## config.mk

```make
export PLATFORM = sky130hd
export DESIGN_NAME = latch_write_sequencer
export DESIGN_NICKNAME = d
export VERILOG_FILES = /design/src/rtl/latch_pkg.sv /design/src/rtl/latch_phase_counter.sv /design/src/rtl/latch_write_sequencer.sv
export SDC_FILE = /design/constraint.sdc
export NUM_CORES = 1
export LEC_CHECK = 0
export CAP_MARGIN = 20
export CORE_UTILIZATION = 30
export DETAILED_ROUTE_END_ITERATION = 12
export SLEW_MARGIN = 40
export SYNTH_ARGS = -nofsm -noshare
export SYNTH_HDL_FRONTEND = slang
export SYNTH_SLANG_ARGS = --single-unit
```

## constraint.sdc

```tcl
create_clock -name Clock -period 2 [get_ports Clock]
set_input_delay 0.2 -clock Clock [delete_from_list [all_inputs] [get_ports Clock]]
set_output_delay 0.2 -clock Clock [all_outputs]
set_load 0.05 [all_outputs]
```

## src/rtl/latch_pkg.sv

```systemverilog
// Shared definitions for the latch write sequencer: FSM state encoding,
// the minimum phase length, and the zero-to-one clamp for timing fields.
package latch_pkg;

    typedef enum logic [2:0] {
        ST_IDLE  = 3'd0,
        ST_CLEAR = 3'd1,
        ST_SETUP = 3'd2,
        ST_OPEN  = 3'd3,
        ST_HOLD  = 3'd4,
        ST_DONE  = 3'd5
    } state_t;

    localparam int MIN_PHASE = 1;
    localparam int PHASE_W   = 16;

    // A programmed length of zero would skip a phase entirely, so it is
    // stretched to the minimum phase length instead.
    function automatic logic [PHASE_W-1:0] clamp_phase(input logic [PHASE_W-1:0] len);
        logic [PHASE_W-1:0] res;
        if (len < PHASE_W'(MIN_PHASE)) begin
            res = PHASE_W'(MIN_PHASE);
        end else begin
            res = len;
        end
        return res;
    endfunction

endpackage

```

## src/rtl/latch_phase_counter.sv

```systemverilog
// Loadable down-counter shared by the setup, open and hold phases.
// It saturates at zero, so Zero stays asserted until the next load.
module latch_phase_counter #(
    parameter int CNT_W = 4
) (
    input  logic             Clock,
    input  logic             Reset,
    input  logic             Load,
    input  logic [CNT_W-1:0] Load_Val,
    output logic             Zero
);

    logic [CNT_W-1:0] count_r;

    // Count register: load, or step down towards zero and stop there.
    always_ff @(posedge Clock) begin
        if (Reset) begin
            count_r <= {CNT_W{1'b0}};
        end else if (Load) begin
            count_r <= Load_Val;
        end else if (count_r != {CNT_W{1'b0}}) begin
            count_r <= count_r - {{(CNT_W-1){1'b0}}, 1'b1};
        end else begin
            count_r <= count_r;
        end
    end

    assign Zero = (count_r == {CNT_W{1'b0}});

endmodule

```

## src/rtl/latch_write_sequencer.sv

```systemverilog
// Initiator for a transparent D-latch bank: sequences D setup, gate-open and
// hold intervals so the latch never sees D change while its gate is high.
module latch_write_sequencer
    import latch_pkg::*;
#(
    parameter int WIDTH = 8,
    parameter int CNT_W = 4
) (
    input  logic             Clock,
    input  logic             Reset,
    input  logic             In_Valid,
    output logic             In_Ready,
    input  logic [WIDTH-1:0] In_Data,
    input  logic [CNT_W-1:0] Setup_Cycles,
    input  logic [CNT_W-1:0] Open_Cycles,
    input  logic [CNT_W-1:0] Hold_Cycles,
    input  logic             Clear_Req,
    output logic [WIDTH-1:0] Latch_D,
    output logic             Latch_Gate,
    output logic             Latch_Clr,
    output logic             Busy,
    output logic             Done
);

    state_t           state_r;
    state_t           state_next_s;
    logic             accept_s;
    logic             cnt_load_s;
    logic [CNT_W-1:0] cnt_load_val_s;
    logic             cnt_zero_s;
    logic [CNT_W-1:0] setup_m1_s;
    logic [CNT_W-1:0] open_m1_s;
    logic [CNT_W-1:0] hold_m1_s;
    logic [CNT_W-1:0] open_m1_r;
    logic [CNT_W-1:0] hold_m1_r;
    logic             ready_r;

    // Clamped phase lengths minus one, i.e. the counter load values.
    always_comb begin
        setup_m1_s = CNT_W'(clamp_phase(PHASE_W'(Setup_Cycles)) - PHASE_W'(1));
        open_m1_s  = CNT_W'(clamp_phase(PHASE_W'(Open_Cycles)) - PHASE_W'(1));
        hold_m1_s  = CNT_W'(clamp_phase(PHASE_W'(Hold_Cycles)) - PHASE_W'(1));
    end

    latch_phase_counter #(
        .CNT_W (CNT_W)
    ) u_phase_counter (
        .Clock    (Clock),
        .Reset    (Reset),
        .Load     (cnt_load_s),
        .Load_Val (cnt_load_val_s),
        .Zero     (cnt_zero_s)
    );

    // Next-state logic; each phase exit reloads the counter for the next one.
    always_comb begin
        state_next_s   = state_r;
        accept_s       = 1'b0;
        cnt_load_s     = 1'b0;
        cnt_load_val_s = {CNT_W{1'b0}};
        case (state_r)
            ST_IDLE: begin
                if (Clear_Req) begin
                    state_next_s = ST_CLEAR;
                end else if (In_Valid) begin
                    state_next_s   = ST_SETUP;
                    accept_s       = 1'b1;
                    cnt_load_s     = 1'b1;
                    cnt_load_val_s = setup_m1_s;
                end else begin
                    state_next_s = ST_IDLE;
                end
            end
            ST_CLEAR: begin
                state_next_s = ST_IDLE;
            end
            ST_SETUP: begin
                if (cnt_zero_s) begin
                    state_next_s   = ST_OPEN;
                    cnt_load_s     = 1'b1;
                    cnt_load_val_s = open_m1_r;
                end else begin
                    state_next_s = ST_SETUP;
                end
            end
            ST_OPEN: begin
                if (cnt_zero_s) begin
                    state_next_s   = ST_HOLD;
                    cnt_load_s     = 1'b1;
                    cnt_load_val_s = hold_m1_r;
                end else begin
                    state_next_s = ST_OPEN;
                end
            end
            ST_HOLD: begin
                if (cnt_zero_s) begin
                    state_next_s = ST_DONE;
                end else begin
                    state_next_s = ST_HOLD;
                end
            end
            ST_DONE: begin
                state_next_s = ST_IDLE;
            end
            default: begin
                state_next_s = ST_IDLE;
            end
        endcase
    end

    // State and output registers; outputs decode the next state so they are
    // flop outputs aligned with the state they describe.
    always_ff @(posedge Clock) begin
        if (Reset) begin
            state_r    <= ST_IDLE;
            Latch_D    <= {WIDTH{1'b0}};
            Latch_Gate <= 1'b0;
            Latch_Clr  <= 1'b0;
            Busy       <= 1'b0;
            Done       <= 1'b0;
            ready_r    <= 1'b1;
            open_m1_r  <= {CNT_W{1'b0}};
            hold_m1_r  <= {CNT_W{1'b0}};
        end else begin
            state_r    <= state_next_s;
            Latch_Gate <= (state_next_s == ST_OPEN);
            Latch_Clr  <= (state_next_s == ST_CLEAR);
            Busy       <= (state_next_s != ST_IDLE);
            Done       <= (state_next_s == ST_DONE);
            ready_r    <= (state_next_s == ST_IDLE);
            if (accept_s) begin
                Latch_D   <= In_Data;
                open_m1_r <= open_m1_s;
                hold_m1_r <= hold_m1_s;
            end else if (state_next_s == ST_CLEAR) begin
                Latch_D   <= {WIDTH{1'b0}};
                open_m1_r <= open_m1_r;
                hold_m1_r <= hold_m1_r;
            end else begin
                Latch_D   <= Latch_D;
                open_m1_r <= open_m1_r;
                hold_m1_r <= hold_m1_r;
            end
        end
    end

    // Ready must drop in the very cycle Reset is raised, before any edge.
    assign In_Ready = ready_r & ~Reset;

endmodule

```

; Word level (Yosys, flattened, before mapping)
; Index checks and enable logic that the tools add are counted.
[word_totals]
memories = 0
romBits = 0
ff_bits = 28
latchBits = 0
word_cells = 56
mem_bits_rw = 0
output_inout_bits = 13
[op_classes]
n_mux = 23
multipliers = 0
order_cmp = 3
div_mod_pow = 0
n_shift = 0
reduce_logical = 8
n_eq_ne = 6
n_addsub = 4
bitwise = 2
[op_table]
columns = operator, n
row1 = $mux W4, 9
row2 = $mux W8, 2
row3 = $sub A4 B1 Y4 const B, 4
row4 = $lt A4 B1 Y1 const B, 3
row5 = $pmux W3 S4, 1
row6 = $pmux W4 S3, 1
row7 = $eq A3 B2 Y1 const B, 3
row8 = $eq A3 B3 Y1 const B, 2
row9 = $logic_not A3 Y1, 2
row10 = $mux W1, 6
row11 = $logic_not A4 Y1, 1
row12 = $mux W2, 2
row13 = $reduce_bool A2 Y1, 2
row14 = $reduce_bool A4 Y1, 1
row15 = $eq A3 B1 Y1 const B, 1
row16 = $mux W3, 1
row17 = $reduce_bool A3 Y1, 1
row18 = $pmux W1 S2, 1
row19 = $reduce_or A2 Y1, 1
row20 = $and A1 B1 Y1, 1
row21 = $not A1 Y1, 1

; Depth between registers and ports, before layout
[depth]
word_depth = 7
ltp_mapped = 7

; Modules after synthesis
; Synthesis repeated with hierarchy kept, for this count alone.
[unflattened]
hier_cells = 142
area_unflattened_um2 = 1331.3
[modules_own_cells]
columns = module, area_each_um2, instances, cells_per_inst
row1 = latch_write_sequencer, 1102.3, 1, 118
row2 = latch_phase_counter, 229.0, 1, 24

; Worst setup path before layout
; Ideal clock, no wire load.
[synth_timing]
kind = reg-to-reg
startpoint = register u_phase_counter.count_r[0]
endpoint = register Busy
setup_ps = 138
period_less_slack_ps = 1790
arrival_time_ps = 1652
stages_incl_launch_ff = 8
required_time_ps = 1862
path_buffers = 1
slack_ps = 210
path_cell_list = dfxtp_1 -> inv_1 -> ha_1 -> or3b_2 -> clkbuf_1 -> xnor2_1 -> a211oi_1 -> o21ai_0
[synth_via]
elab_chain_len = 4
word_cells_on_any_way = 6
[synth_rtl]
columns = element, line
row1 = from (decl), latch_phase_counter.sv:13  ; logic [CNT_W-1:0] count_r;
row2 = from (signal assigned), latch_phase_counter.sv:18  ; count_r <= {CNT_W{1'b0}};
row3 = from (signal assigned), latch_phase_counter.sv:20  ; count_r <= Load_Val;
row4 = from (signal assigned), latch_phase_counter.sv:22  ; count_r <= count_r - {{(CNT_W-1){1'b0}}, 1'b1};
row5 = $logic_not A4 Y1 (*), latch_phase_counter.sv:28  ; assign Zero = (count_r == {CNT_W{1'b0}});
row6 = $mux W1 or $mux W3 (tied branches), "latch_write_sequencer.sv:78, latch_write_sequencer.sv:96, latch_write_sequencer.sv:87"
row7 = $pmux W3 S4 (*), latch_write_sequencer.sv:61  ; case (state_r)
row8 = $reduce_bool A3 Y1 (*), latch_write_sequencer.sv:128  ; Busy <= (state_next_s != ST_IDLE);
row9 = to (signal assigned), latch_write_sequencer.sv:128
row10 = to (decl), latch_write_sequencer.sv:21  ; output logic Busy,
; Mark *: on every way between the ends. The rest lies on a longest branch, timed or not.
; A chain may end at the register's enable or synchronous reset.

; Worst setup path after layout
; Same ends and word-level chain as after synthesis.

==> reports/summary.txt <==
R2r setup slk -> 150 ps
Slew @ Worst Pin -> 585.1 ps
Worst EP required -> 2150 ps
Post-DP Area -> 1787 sq um
Final #Nets -> 214
Xor/xnor share of the synthesized area -> 0.02578
Grt ovf -> 0
FMAX -> 0.5402 GHz
R2R depth -> 6
DR vias/cell -> 5.030
Deepest clock path buffer count -> 2
Top cell type's share of synthesized area -> 0.4125
Hold_sp -> hold_m1_r[0]
Mapped Area -> 1359 sq um
Simple-Gate Fraction of Synth Area -> 0.2164
Post-cts resize count -> 0
Crit path DAT -> 2000 ps
Slew Limit Fails -> 0
Commonest non-fill, non-tap cell in the layout -> clkdlybuf4s50_1
RSZ-0062 raised after global routing -> no
HP Class -> reg -> reg
CTS tree -> yes
CP Capture Type -> register
Hold Path End -> hold_m1_r[0]
I/O Buffers -> 36
DP Worst Slack -> 147.9 ps
Pwr per Cell Area -> 960.9 nW/um^2
Filler cells -> 407
Peak supply drop -> 0.5717 mV
Vias in the first global route -> 1141
Maxcap violations -> 0
Share of layout cells above drive strength 1 -> 0.1405
Adder-cell area share of the yosys netlist -> 0.03683
Worst hold stages -> 2
R2R Path End -> Busy
Largest net degree at the start of global routing -> 16
R2R Path Start -> u_phase_counter.count_r[0]
CP startpoint kind -> register
Compound-Gate Fraction of Synth Area -> 0.2118
Routed length per instance -> 12.22 um
WP depth -> 6
Final Skew -> 5.141 ps
Bufs and invs on worst path -> 1
Synth cell types -> 42
Syn nets -> 174
Ys Warns -> 0
GR Util All Layers -> 0.1258
Slowest cell on crit path -> or3b_2
Drt first pass iters -> 4
Clk Latency, worst-skew pair -> 270 ps
# DRC -> 0
Outcome -> complete, no violations
Setup Buffers After CTS -> 0
Final WL -> 2895 um
DR WL met3 -> 109 um
Clock-pin transition on the worst setup and hold timing paths -> 90 ps
Setup ws final -> 148.9 ps
CTS H-tree depth -> 1
Vias -> 1192
Worst Path Max Fanout -> 5
Most frequent cells in the layout -> clkdlybuf4s50_1, dfxtp_1, nor2_1, nand2_1, a22oi_1
Top Family by Delay on Critical Path -> simple AND/OR/NAND/NOR gates
Detailed Route Iter0 Violations -> 47
Fin crit share -> 0.9256
Area growth, synth to finish -> 35.54%
Static Leak -> 0.0006646 uW
Core box area -> 4354 sq um
Top cell type by total area after synthesis -> dfxtp_1
Setup Crit Path Kind -> reg -> reg
Met1 WL -> 1258 um
Boundary Pins -> 37
Synthesized flop and latch total -> 28
Initial antenna violation count -> 0
Initial core utilization -> 0.3121
Die ar. -> 4802 sq um
CTS root buffer -> clkbuf_8
Worst-path cell chain -> inv_1 > ha_1 > or3b_2 > xnor2_1 > a211oi_1 > o21ai_0
CTS Hold Bufs -> 0
Main area contributors after synthesis -> dfxtp_1, nor2_1, a22oi_1, a211oi_2, ha_1
Global-route wire length before repair -> 4947 um
Mean Syn Cell Area -> 9.307 sq um
Die W -> 69.30 um
FP Rows -> 24
Largest family of logic cells by synthesized area -> simple AND/OR/NAND/NOR gates
Post-route ant nets -> 0
GP Congestion -> 0.7371
# clock sinks -> 28
TNS Setup -> 0 ps
Fin. Hold Viols -> 0
Post-layout min period -> 1851 ps
Fin area -> 1842 sq um
Slew headroom -> 0.6073
Die Ht -> 69.30 um
Met2 routed WL -> 1480 um
Finished Core Util -> 0.4230
Antenna diode count -> 0
Setup violators final -> 0
Top layer in use -> met4
Seq/Total Area, Yosys -> 0.4125
CP max stage delay -> 520 ps
Mux share of post-synthesis cell area -> 0.03867
Detailed placer's ending HPWL -> 2281 um
Cells after Synth -> 146
Cts bufs inserted -> 3
-- registers in the layout, indices dropped and copies added (netlist names) --
name,flops
Latch_Clr,1
hold_m1_r,4
open_m1_r,4
u_phase_counter.count_r,4
state_r,3
ready_r,1
Done,1
Latch_D,8
Latch_Gate,1
Busy,1
-- cell families (layout without fill, tap and decap cells) --
family,count (synthesis),in the layout
DFF,28,28
and+or+nand+nor,56,56
muxes,5,5
adders and majority gates,4,4
AOI/OAI and AO/OA,36,36
xor gates and xnor gates,4,4
buffers and inverters,13,52
-- power by group --
group          switching [uW]  internal, uW  leakage, uW
Clock                     166           176    0.0000288
Combinational             396           343     0.000407
Sequential               51.8           636     0.000229
Total                     614          1160     0.000665
-- how the worst max path moves through the flow --
stage / slack, ps / from / endpoint
3_3_place_gp: 210 / u_phase_counter.count_r[0] / Busy
2_1_floorplan: 210 / u_phase_counter.count_r[0] / Busy
3_5_place_dp: 150 / u_phase_counter.count_r[0] / Busy
4_1_cts: 130 / u_phase_counter.count_r[0] / Busy
5_1_grt: 20 / u_phase_counter.count_r[0] / Busy
6_report: 150 / u_phase_counter.count_r[0] / Busy
-- metrics by stage --
step	total power [uW]	hold slack, ps	cells
3_5_place_dp	1440	456.6	233
5_1_grt	1886	500.8	237
3_3_place_gp	1408	447.3	233
4_1_cts	1786	470.0	237
6_report	1770	466.6	237
2_1_floorplan	1223	336.8	146
-- routing by layer --
metal  global-route usage  up-vias
li1                     -      600
met1               0.1476      557
met2               0.2179       30
met3              0.02907        5
met4              0.05442        0
met5                    0        -
-- area by class of cell --
type	instances	area, sq um	area share
Sequential cell	28	560.5	0.3043
Timing Repair Buffer	43	422.9	0.2296
Multi-Input combinational cell	105	719.4	0.3906
Tap cell	52	65.06	0.03533
Inverter	5	18.77	0.01019
Clock buffer	4	55.05	0.02989
-- synthesized netlist by cell type --
master / number
nor4b_1: 1
a22oi_1: 8
o21a_1: 1
inv_1: 5
nor3b_1: 1
nand2_1: 9
nor3_1: 7
a31oi_1: 1
nor4_1: 1
a21oi_1: 7
nor2_1: 22
xor2_1: 1
mux2i_1: 3
a2bb2oi_1: 1
or3_4: 1
or3b_2: 2
nor3b_2: 1
a221oi_1: 1
buf_6: 3
o21ai_0: 4
o32a_1: 1
xnor2_1: 3
mux2_2: 2
nor3b_4: 1
o311ai_0: 2
nor2b_1: 2
a211oi_1: 2
and2_1: 1
a21oi_2: 1
o311ai_4: 1
nand2b_1: 1
clkbuf_1: 3
o21ai_1: 1
or2_2: 1
a211oi_2: 4
o22a_1: 1
nand3b_1: 1
dfxtp_1: 28
nand3_1: 3
buf_4: 2
and3_1: 1
ha_1: 4
-- worst reg2reg max path: stages, from the launching register on --
cell,delay [ps]
dfxtp_1,340
inv_1,100
ha_1,180
or3b_2,520
xnor2_1,160
a211oi_1,310
o21ai_0,130
Power figures use the tool's default switching activity.
